### src/rtl/pc_pkg.sv
// pc_pkg: shared types and default vectors for the program-counter generator.
// Holds the next-PC select encoding, the FSM state encoding and the default
// reset/trap vectors used as parameter defaults by pc_gen.
package pc_pkg;

  typedef enum logic [1:0] {
    PC_SEQ    = 2'b00,
    PC_BRANCH = 2'b01,
    PC_JALR   = 2'b10,
    PC_RSVD   = 2'b11
  } pc_sel_e;

  typedef enum logic [1:0] {
    BOOT  = 2'b00,
    RUN   = 2'b01,
    FAULT = 2'b10
  } pc_state_e;

  localparam logic [31:0] DEF_RESET_VEC   = 32'h0000_0000;
  localparam logic [31:0] DEF_TRAP_VEC    = 32'h0000_0100;
  localparam int          DEF_INC         = 4;
  localparam int          DEF_BOOT_CYCLES = 2;

endpackage

### src/rtl/pc_target_calc.sv
// pc_target_calc: combinational redirect-target computation.
// Branch targets are pc+imm, jalr targets are (rs1+imm) with bit 0 cleared.
// The misaligned flag reports any target whose low log2(INC) bits are set.
module pc_target_calc
  import pc_pkg::*;
#(
  parameter int WIDTH = 32,
  parameter int INC   = DEF_INC
) (
  input  logic [WIDTH-1:0] pc_i,
  input  logic [WIDTH-1:0] imm_i,
  input  logic [WIDTH-1:0] rs1_i,
  input  logic [1:0]       sel_i,
  output logic [WIDTH-1:0] target_o,
  output logic             misalign_o
);

  localparam int ALIGN_BITS = $clog2(INC);

  logic [WIDTH-1:0] jalr_sum;

  // Select the target for the requested mode and test its alignment
  always_comb begin
    jalr_sum = rs1_i + imm_i;
    case (pc_sel_e'(sel_i))
      PC_BRANCH: target_o = pc_i + imm_i;
      PC_JALR:   target_o = {jalr_sum[WIDTH-1:1], 1'b0};
      default:   target_o = pc_i + WIDTH'(INC);
    endcase
    misalign_o = (target_o[ALIGN_BITS-1:0] != '0);
  end

endmodule

### src/rtl/pc_gen.sv
// pc_gen: program-counter generator for the fetch front end.
// Holds the BOOT/RUN/FAULT FSM, the boot-hold counter, the pending-redirect
// buffer used while fetch is stalled, and the registered fetch PC.
// Optional feature macro: PC_GEN_PERF_EN adds redirect and stall counters.
module pc_gen
  import pc_pkg::*;
#(
  parameter int               WIDTH       = 32,
  parameter logic [WIDTH-1:0] RESET_VEC   = WIDTH'(DEF_RESET_VEC),
  parameter logic [WIDTH-1:0] TRAP_VEC    = WIDTH'(DEF_TRAP_VEC),
  parameter int               INC         = DEF_INC,
  parameter int               BOOT_CYCLES = DEF_BOOT_CYCLES
) (
  input  logic             clk,
  input  logic             rst_n,
  input  logic             fetch_ready_i,
  input  logic [1:0]       pc_sel_i,
  input  logic [WIDTH-1:0] imm_i,
  input  logic [WIDTH-1:0] rs1_i,
  input  logic             trap_i,
  output logic [WIDTH-1:0] pc_o,
  output logic [WIDTH-1:0] pc_plus_o,
  output logic             pc_valid_o,
  output logic             misalign_o
`ifdef PC_GEN_PERF_EN
  ,
  output logic [31:0]      redirect_cnt_o,
  output logic [31:0]      stall_cnt_o
`endif
);

  localparam int BCW = (BOOT_CYCLES > 1) ? $clog2(BOOT_CYCLES) : 1;

  pc_state_e        state_q, state_d;
  logic [WIDTH-1:0] pc_q, pc_d;
  logic [WIDTH-1:0] pend_pc_q, pend_pc_d;
  logic             pend_valid_q, pend_valid_d;
  logic             misalign_q, misalign_d;
  logic [BCW-1:0]   boot_cnt_q, boot_cnt_d;

  logic [WIDTH-1:0] pc_plus;
  logic [WIDTH-1:0] target;
  logic             tgt_misalign;
  logic             is_redirect;

  assign pc_plus     = pc_q + WIDTH'(INC);
  assign is_redirect = (pc_sel_i == PC_BRANCH) || (pc_sel_i == PC_JALR);

  pc_target_calc #(
    .WIDTH (WIDTH),
    .INC   (INC)
  ) u_target_calc (
    .pc_i       (pc_q),
    .imm_i      (imm_i),
    .rs1_i      (rs1_i),
    .sel_i      (pc_sel_i),
    .target_o   (target),
    .misalign_o (tgt_misalign)
  );

  // State, PC, pending buffer, fault flag and boot counter registers
  always_ff @(posedge clk or negedge rst_n) begin
    if (!rst_n) begin
      state_q      <= BOOT;
      pc_q         <= RESET_VEC;
      pend_pc_q    <= '0;
      pend_valid_q <= 1'b0;
      misalign_q   <= 1'b0;
      boot_cnt_q   <= BCW'(BOOT_CYCLES - 1);
    end else begin
      state_q      <= state_d;
      pc_q         <= pc_d;
      pend_pc_q    <= pend_pc_d;
      pend_valid_q <= pend_valid_d;
      misalign_q   <= misalign_d;
      boot_cnt_q   <= boot_cnt_d;
    end
  end

  // Next-state and next-PC selection: trap beats everything, then a fresh
  // redirect, then a buffered redirect, then sequential advance
  always_comb begin
    state_d      = state_q;
    pc_d         = pc_q;
    pend_pc_d    = pend_pc_q;
    pend_valid_d = pend_valid_q;
    misalign_d   = misalign_q;
    boot_cnt_d   = boot_cnt_q;
    if (trap_i) begin
      pc_d         = TRAP_VEC;
      pend_valid_d = 1'b0;
      misalign_d   = 1'b0;
      state_d      = RUN;
    end else begin
      case (state_q)
        BOOT: begin
          if (boot_cnt_q == '0) begin
            state_d = RUN;
          end else begin
            boot_cnt_d = boot_cnt_q - BCW'(1);
          end
        end
        RUN: begin
          if (is_redirect) begin
            if (tgt_misalign) begin
              misalign_d   = 1'b1;
              pend_valid_d = 1'b0;
              state_d      = FAULT;
            end else if (fetch_ready_i) begin
              pc_d         = target;
              pend_valid_d = 1'b0;
            end else begin
              pend_pc_d    = target;
              pend_valid_d = 1'b1;
            end
          end else if (fetch_ready_i) begin
            if (pend_valid_q) begin
              pc_d         = pend_pc_q;
              pend_valid_d = 1'b0;
            end else begin
              pc_d = pc_plus;
            end
          end
        end
        FAULT:   state_d = FAULT;
        default: state_d = FAULT;
      endcase
    end
  end

  assign pc_o       = pc_q;
  assign pc_plus_o  = pc_plus;
  assign pc_valid_o = (state_q == RUN);
  assign misalign_o = misalign_q;

`ifdef PC_GEN_PERF_EN
  logic        redirect_applied;
  logic        stall_cycle;
  logic [31:0] redirect_cnt_q;
  logic [31:0] stall_cnt_q;

  assign redirect_applied = trap_i ||
                            ((state_q == RUN) && fetch_ready_i &&
                             ((is_redirect && !tgt_misalign) ||
                              (!is_redirect && pend_valid_q)));
  assign stall_cycle      = (state_q == RUN) && !fetch_ready_i;

  // Saturating counters for applied redirects/traps and stalled RUN cycles
  always_ff @(posedge clk or negedge rst_n) begin
    if (!rst_n) begin
      redirect_cnt_q <= '0;
      stall_cnt_q    <= '0;
    end else begin
      if (redirect_applied && (redirect_cnt_q != '1)) begin
        redirect_cnt_q <= redirect_cnt_q + 32'd1;
      end
      if (stall_cycle && (stall_cnt_q != '1)) begin
        stall_cnt_q <= stall_cnt_q + 32'd1;
      end
    end
  end

  assign redirect_cnt_o = redirect_cnt_q;
  assign stall_cnt_o    = stall_cnt_q;
`endif

endmodule

### config.mk
export PLATFORM = sky130hd
export DESIGN_NAME = pc_gen
export DESIGN_NICKNAME = d
export VERILOG_FILES = /design/src/rtl/pc_pkg.sv /design/src/rtl/pc_target_calc.sv /design/src/rtl/pc_gen.sv
export SDC_FILE = /design/constraint.sdc
export NUM_CORES = 1
export LEC_CHECK = 0
export CAP_MARGIN = 20
export CORE_MARGIN = 4
export CORE_UTILIZATION = 60
export DETAILED_ROUTE_END_ITERATION = 8
export HOLD_SLACK_MARGIN = 0.12
export PLACE_DENSITY = 0.95
export SLEW_MARGIN = 20
export SYNTH_ARGS = -nofsm -noshare
export SYNTH_HDL_FRONTEND = slang
export SYNTH_HIERARCHICAL = 1
export SYNTH_SLANG_ARGS = --single-unit
### constraint.sdc
create_clock -name clk -period 8.15 [get_ports clk]
set_input_delay 1.63 -clock clk [delete_from_list [all_inputs] [get_ports clk]]
set_output_delay 1.63 -clock clk [all_outputs]
set_load 0.01 [all_outputs]
After elaboration in Yosys (flattened, before gate mapping):

Index checks and enable logic that the tools add are counted.
Widths: inputs -> output; s select.

* add/sub/neg operators: 4
* equality and inequality tests: 7
* muxes and demuxes: 24
* bitwise operators: 3
* reductions and logical operators: 14

Operators by type and width (count)
* $mux 32: 7
* $add 32x32->32: 2
* $pmux 32 s2: 1
* $add 32x3->32 const B: 1
* $mux 1: 11
* $mux 2: 4
* $reduce_bool 2->1: 4
* $ne 3x2->1 const B: 2
* $ne 3x3->1 const B: 2
* $reduce_and 3->1: 2
* $reduce_bool 3->1: 2
* $reduce_and 5->1: 1
* $eq 2x1->1 const B: 2
* $pmux 2 s2: 1
* $reduce_and 2->1: 2
* $reduce_and 4->1: 1
* $not 1->1: 3
* $eq 2x2->1 const B: 1
* $logic_not 2->1: 1
* $logic_or 1x1->1: 1
* $sub 1x1->1 const B: 1

* register bits after elaboration: 69
* bits of input ports: 70
* output and inout bits: 66

Depth between registers and ports, before layout:

* depth in word-level cells: 7
* gate-level depth with buffers: 16

By module:

The synthesis kept the hierarchy.

By module, submodules not included
* pc_target_calc: instances 1, cells an instance 596, area an instance 4305.4 µm²
* pc_gen: instances 1, cells an instance 459, area an instance 4210.3 µm²

Least setup slack after synthesis:

Ideal clock, no wire load.

* path type: input -> register
* start: in imm_i[2]
* end: reg pc_q[31] (netlist: pc_o[31])
* library setup time: 0.104 ns
* arrival time: 4.151 ns
* slack: 3.895 ns
* cell stages on the path: 13
* buffers on the path: 0
* cells stage by stage: ha_1 -> a21oi_1 -> a2111oi_2 -> nor3_2 -> o21ai_2 -> a31oi_4 -> o21ai_4 -> a41oi_2 -> xnor2_1 -> o221ai_1 -> nor2_1 -> a311o_1 -> a221oi_1

* longest elaborated chain between the ends: 7
* elaborated cells on any way between the ends: 8

Ends and longest elaborated chain
* start, declared: RTL line pc_gen.sv:18 `input logic [WIDTH-1:0] imm_i,`
* $add 32x32->32 (on tied branches): RTL line pc_target_calc.sv:24, pc_target_calc.sv:26
* $pmux 32 s2 (*): RTL line pc_target_calc.sv:25 `case (pc_sel_e'(sel_i))`
* via target[31]: RTL line pc_gen.sv:42 `logic [WIDTH-1:0] target;`
* $mux 32 (*): RTL line pc_gen.sv:109 `end else if (fetch_ready_i) begin`
* $mux 32 (*): RTL line pc_gen.sv:105 `if (tgt_misalign) begin`
* $mux 32 (*): RTL line pc_gen.sv:104 `if (is_redirect) begin`
* $mux 32 (*): RTL line pc_gen.sv:95 `case (state_q)`
* $mux 32 (*): RTL line pc_gen.sv:89 `if (trap_i) begin`
* end signal, assigned: RTL line pc_gen.sv:72 `pc_q <= pc_d;`
* end, declared: RTL line pc_gen.sv:35 `logic [WIDTH-1:0] pc_q, pc_d;`

Mark *: on every way through the listed nets, which the timed path passes. The rest lies on a longest branch. The select of a mux whose other input is x is not followed.
A chain may end at the register's enable or synchronous reset.

Worst setup path after layout:

* start: reg pc_q[2] (netlist: pc_o[2])
* end: out pc_plus_o[16]

* longest elaborated chain between the ends: 1

Ends and longest elaborated chain
* $add 32x3->32: RTL line pc_gen.sv:46 `assign pc_plus = pc_q + WIDTH'(INC);`
* end, declared: RTL line pc_gen.sv:22 `output logic [WIDTH-1:0] pc_plus_o,`

Every way passes these cells.

==> impl_metrics.csv <==
group,metric,value,unit
sta,min_period,5.12,ns
grt,grt_pass1_vias,8851,
clocking,cts_tree,"yes",
worst_setup_path,crit_path_max_fanout,13,
worst_setup_path,timing.reg2reg.setup_slack,4.39,ns
final_layout,nets,1291,
die,core,0.0139,mm²
worst_setup_path,required,6.52,ns
route,drtIter0Drc,1368,
worst_setup_path,r2r-start,"pc_o[13]",
power_and_ir_drop,total_power,1.73,mW
clocking,worst_skew_pair.late_latency,0.34,ns
run,maxCapViolations,0,
final_layout,regArea,0.00173,mm²
clocking,clockRootBuffer,"clkbuf_16",
place,gp_congestion,0.940,
synth,async_flop_share,100,%
final_layout,diodes,0,
synth,synth-warning-count,6,
grt,grt_max_degree,70,
route,via_per_inst,6.89,
synth,yosysMostFrequentCell,"nand2_1",
synth,synth_seq_area_share,20.3,%
sta,setup_viol,0,
clocking,clock_path_buffers,2,
sta,tns,0,ns
sta,min_period_over_period,62.9,%
power_and_ir_drop,clkPwrFrac,20.8,%
grt,antenna_found_initial,0,
synth,syn_avg_cell_area,8.07,µm²
synth,synth_flop_cell,"dfrtp_1",
power_and_ir_drop,powerDensity,169,mW/mm²
synth,yosys-top-cells-area,"dfrtp_1 20%, ha_1 9.6%, xnor2_1 6.9%, a21oi_1 5.3%, xor2_1 4.4%",
synth,synth_area_leader_cell,"dfrtp_1",
synth,synth_common_cells,"98 x nand2_1, 91 x a21oi_1, 70 x nor2_1",
sta,rsz0062_at_grt,"no",
power_and_ir_drop,power_frac_seq,31.3,%
synth,syn_nets,1192,
power_and_ir_drop,p_sw_share,40.3,%
min_path,min_path_type,"register to register",
die,dieWidth,127,µm
worst_setup_path,end_kind,"output port",
place,io_buffer_count,135,
grt,grtUsageTotal,33.7,%
route,drc,1,
final_layout,fillCellCount,1028,
synth,yosysUniqueCellTypes,89,
route,num_vias,9228,
synth,yosysTopAreaCellShare,20.0,%
clocking,ctsResizeCount,0,
final_layout,syn_to_final_growth,20.3,%
synth,synthCells,1055,
place,dp_slack,2.60,ns
sta,timing.fmax,0.195,GHz
synth,mappedNetlistArea,0.00852,mm²
route,ant_nets,0,
die,die_height,127,µm
min_path,holdPathStages,1,
worst_setup_path,arrival,3.49,ns
route,wl_per_cell,21.0,µm
sta,maxSlewViolCount,0,
min_path,min_to,"boot_cnt_q",
clocking,post_cts_buffers,0,
sta,timing.slew.headroom,26.8,%
route,routed_wl,28.2,mm
synth,ys_ff_latch,69,
sta,finalWorstSetupSlack,3.03,ns
die,start_util,61.3,%
clocking,cts_buffers,9,
die,dieArea,0.0162,mm²
power_and_ir_drop,p_leak,4.27,nW
die,ios,136,
power_and_ir_drop,pwr-share-comb,47.9,%
worst_setup_path,r2r_cells,13,
die,rows,43,
outcome,status,"finished with violations",
power_and_ir_drop,internal_power,1.03,mW
clocking,clkTransAtPathRegs,0.05,ns
grt,grt_overflow_total,0,
sta,worst_slew_pin_slew,1.10,ns
clocking,cts_htree_levels,3,
clocking,clock-sinks,69,
synth,synth_edf_count,0,
min_path,min_from,"boot_cnt_q",
sta,hold_viol,0,
power_and_ir_drop,peakVddDrop,0.183,mV
worst_setup_path,crit_type,"register to output port",
worst_setup_path,crit_path_start_kind,"register",
clocking,cts_hold_buf,0,
place,dpl.hpwl,20.6,mm
sta,finClkSkew,0.00481,ns
grt,grt_pass1_wl,44.4,mm
final_layout,layout-drive-gt1-share,8.46,%
final_layout,multi_input_area,0.00647,mm²
worst_setup_path,r2r-end,"pc_o[31]",
outcome,violations,"design-rule violations",
power_and_ir_drop,netSwitchingPower,0.697,mW
route,drt_first_pass_iters,8,
-- layout make-up --
cell class,instances,area share [%]
Tap cell,180,2.20
Sequential cell,69,16.9
Timing Repair Buffer,144,14.0
Multi-Input combinational cell,901,63.2
Clock inverter,1,0.0489
Clock buffer,15,2.61
Inverter,29,1.06
-- logic make-up (layout without fill, tap and decap cells) --
logic type / count (synthesis) / count (layout) / share of synthesized area, %
multiplexers: 38 / 38 / 4.94
XOR/XNOR: 110 / 110 / 11.3
adder cells (fa/ha/maj): 67 / 67 / 10.0
buffers and inverters: 85 / 189 / 4.10
flip-flops: 69 / 69 / 20.3
AND/OR/NAND/NOR: 335 / 335 / 19.9
AO/OA/AOI/OAI: 351 / 351 / 29.4
-- per-stage QoR --
stage                     area [µm²]  utilization (%)  hold WS [ns]  cells
after detailed placement        9940             71.6         0.484   1322
after floorplan                 8520                -         0.466   1055
final                          10200             73.8         0.491   1339
after CTS                      10200             73.5         0.495   1338
after global placement          9940             71.6         0.477   1322
after global routing           10200             73.8         0.509   1339
-- power groups by stage --
stage | registers [mW] | clock network [mW] | logic (mW)
detailed placement | 0.536 | 0 | 0.793
floorplan | 0.506 | 0 | 0.539
global route | 0.549 | 0.378 | 0.888
global placement | 0.528 | 0 | 0.768
finish | 0.542 | 0.360 | 0.829
CTS | 0.534 | 0.361 | 0.804
-- state kept, by name (all words and copies together) (netlist names) --
name          flops
pc_o             32
misalign_o        1
pend_pc_q        32
state_q           2
pend_valid_q      1
boot_cnt_q        1
-- critical path, stage by stage (launching register included) --
cell,delay [ns]
dfrtp_1,0.64
ha_1,0.32
nand4_1,0.43
nor4_1,0.68
nand2_1,0.20
xnor2_1,0.29
clkdlybuf4s50_1,0.59
-- cell usage in the layout, fill, tap and decap left out, types with 8 or more instances in the layout --
| cell | Yosys | layout |
|---|---|---|
| inv_1 | 29 | 29 |
| nand4_1 | 22 | 22 |
| o211ai_1 | 17 | 17 |
| mux2_2 | 32 | 32 |
| nor2_1 | 70 | 69 |
| buf_4 | 3 | 8 |
| o21a_1 | 8 | 8 |
| nand3_1 | 44 | 44 |
| and4_1 | 8 | 8 |
| a21o_1 | 39 | 39 |
| a31oi_1 | 15 | 15 |
| and3_1 | 26 | 26 |
| a21oi_1 | 91 | 90 |
| nand2b_1 | 10 | 10 |
| nand2_1 | 98 | 98 |
| o21bai_1 | 10 | 10 |
| a211oi_1 | 12 | 12 |
| a221oi_1 | 16 | 16 |
| nor3_1 | 17 | 16 |
| clkdlybuf4s50_1 | 0 | 134 |
| o21ai_1 | 9 | 9 |
| dfrtp_1 | 68 | 68 |
| o21ai_0 | 52 | 52 |
| or3_1 | 9 | 9 |
| xor2_1 | 43 | 42 |
| clkbuf_16 | 0 | 9 |
| xnor2_1 | 67 | 66 |
| ha_1 | 65 | 65 |
-- routing by layer --
metal | up-vias | track usage, % | part of all wire, %
met1 | 4308 | 44.8 | 39
met3 | 105 | 6.65 | 12
li1 | 4155 | - | -
met2 | 660 | 54.4 | 46
met5 | - | 0 | 0
met4 | 0 | 13.0 | 3.1
-- worst max-delay path by stage --
stage | start | end | slack (ns) | cells after the start
global route | pc_o[2] | pc_plus_o[16] | 2.82 | 6
floorplan | imm_i[2] | pc_o[31] | 3.90 | 13
global placement | pc_sel_i[0] | pc_o[31] | 2.82 | 11
CTS | pc_sel_i[0] | pc_o[31] | 2.86 | 11
finish | pc_o[2] | pc_plus_o[16] | 3.03 | 6
detailed placement | pc_sel_i[0] | pc_o[31] | 2.60 | 11
No activity file was read; power rests on OpenSTA's default activity.
==> RTL edit (config.mk and constraints unchanged) <==
`WIDTH` is set to 32 in 2 places; all go to 16.
--- a/src/rtl/pc_target_calc.sv
+++ b/src/rtl/pc_target_calc.sv
@@ -6,3 +6,3 @@
 #(
-  parameter int WIDTH = 32,
+  parameter int WIDTH = 16,
   parameter int INC   = DEF_INC
--- a/src/rtl/pc_gen.sv
+++ b/src/rtl/pc_gen.sv
@@ -7,3 +7,3 @@
 #(
-  parameter int               WIDTH       = 32,
+  parameter int               WIDTH       = 16,
   parameter logic [WIDTH-1:0] RESET_VEC   = WIDTH'(DEF_RESET_VEC),
Ports: changed (resized imm_i, pc_o, pc_plus_o and rs1_i); port bits go from 136 to 72. No check against the original RTL was run, so the function may have changed too.
==> RTL edit against the unedited design <==
  * Maximum frequency is 1.5% higher
  * Power is 52% lower
  * Cell area is 52% lower
  * Area after synthesis is 52% lower
  * Via count is 55% lower
  * Count of clock-buffer cells in the layout is 8 lower
  * Routed wire length is 59% lower
  * Critical path depth is 4 higher
  * Combinational power is 54% lower
  * Sequential cell count is 32 lower
  * First-iteration DRC count is 77% lower
  * Worst setup slack better by 0.076 ns
  * Non-clock buffer count is 70 lower
  * Critical path type is now input pin to register
  * Largest power group unchanged
==> RTL edit: results (changes against the unedited design) <==
status: "finished, final reports clean"  # was finished with violations
buffers: 74  # was 144
reg2reg_slack_ns: 4.77  # was 4.39 ns
cts.sinks: 37  # was 69
synth_mux_area_frac: 0.0689  # was 0.0494
buf_share: 0.149  # was 0.140
grt.met3_usage: 0.0583  # was 0.0665
grt_pass1_vias: 4050  # was 8,851
htree_levels: 2  # was 3
place_ws_ns: 2.85  # was 2.60 ns
drt_iter0_drc: 310  # was 1,368
fin_cells: 625  # was 1,339
powerSeq_w: 0.000282  # was 0.000542 W
cp_slowest_cell: "ha_1"  # was nor4_1
max-vdd-ir-drop_mv: 0.173  # was 0.183 mV
syn_area_per_cell_sq_um: 8.36  # was 8.07 sq um
wl_met3_um: 987  # was 3400 um
gp_congestion: 0.895  # was 0.940
skew_ns: 0.00564  # was 0.00481 ns
max_stage_delay_ns: 0.76  # was 0.68 ns
synth_compound_area_frac: 0.256  # was 0.294
clk_pin_slew_worst_paths_ns: 0.07  # was 0.05 ns
wirelength_um: 11600  # was 28,200 um
p_comb_w: 0.000379  # was 0.000829 W
dpl.cell_count: 617  # was 1,322
r2r-end: "pend_pc_q[14]$_DFFE_PN0P_"  # was pc_o[31]$_DFFE_PN0P_
cts_made_buffers: 5  # was 9
multi_input_area_share: 0.604  # was 0.632
final_area_sq_um: 4930  # was 10,200 sq um
fill_cells: 459  # was 1,028
synth_cell_types: 64  # was 89
io_buffers: 71  # was 135
grt_pass1_wl_um: 19200  # was 44,400 um
cp_max_fo: 28  # was 13
synth_fa_ha_area_frac: 0.110  # was 0.100
synthesis.nets: 564  # was 1,192
core_sq_um: 6490  # was 13,900 sq um
multiInputCombCellCount: 408  # was 901
p_leak_nw: 2.01  # was 4.27 nW
inverters: 21  # was 29
vias: 4166  # was 9,228
synth_xor_area_frac: 0.105  # was 0.113
grt_max_degree: 38  # was 70
wl_met1_um: 4700  # was 10,900 um
cts-root-buf: "clkbuf_8"  # was clkbuf_16
rr_worst_depth: 11  # was 13
clk_latency_ns: 0.29  # was 0.34 ns
yosysSeqAreaShare: 0.226  # was 0.203
r2r-start: "pc_o[0]$_DFFE_PN0P_"  # was pc_o[13]$_DFFE_PN0P_
synth.area.top_cells: "dfrtp_1, ha_1, xnor2_1"  # unchanged
synth_common_cells: "a21oi_1, dfrtp_1, ha_1"  # was nand2_1, a21oi_1, nor2_1
grt_usage: 0.277  # was 0.337
seq-cell-share: 0.188  # was 0.169
use_met2: 0.473  # was 0.544
RTL edit: how the worst min path moves through the flow:
stage,start,endpoint,slack [ns],cells after the start
floorplan,boot_cnt_q$_DFFE_PN1P_,boot_cnt_q$_DFFE_PN1P_,0.43,2
global placement,boot_cnt_q$_DFFE_PN1P_,boot_cnt_q$_DFFE_PN1P_,0.44,2
detailed placement,boot_cnt_q$_DFFE_PN1P_,boot_cnt_q$_DFFE_PN1P_,0.45,2
CTS,boot_cnt_q$_DFFE_PN1P_,boot_cnt_q$_DFFE_PN1P_,0.46,2
global route,boot_cnt_q$_DFFE_PN1P_,boot_cnt_q$_DFFE_PN1P_,0.49,2
finish,boot_cnt_q$_DFFE_PN1P_,boot_cnt_q$_DFFE_PN1P_,0.45,2
RTL edit: worst min-delay path, stage by stage (launching register included):
cell	delay [ns]
dfstp_2	0.36
inv_1	0.05
nor2_1	0.04
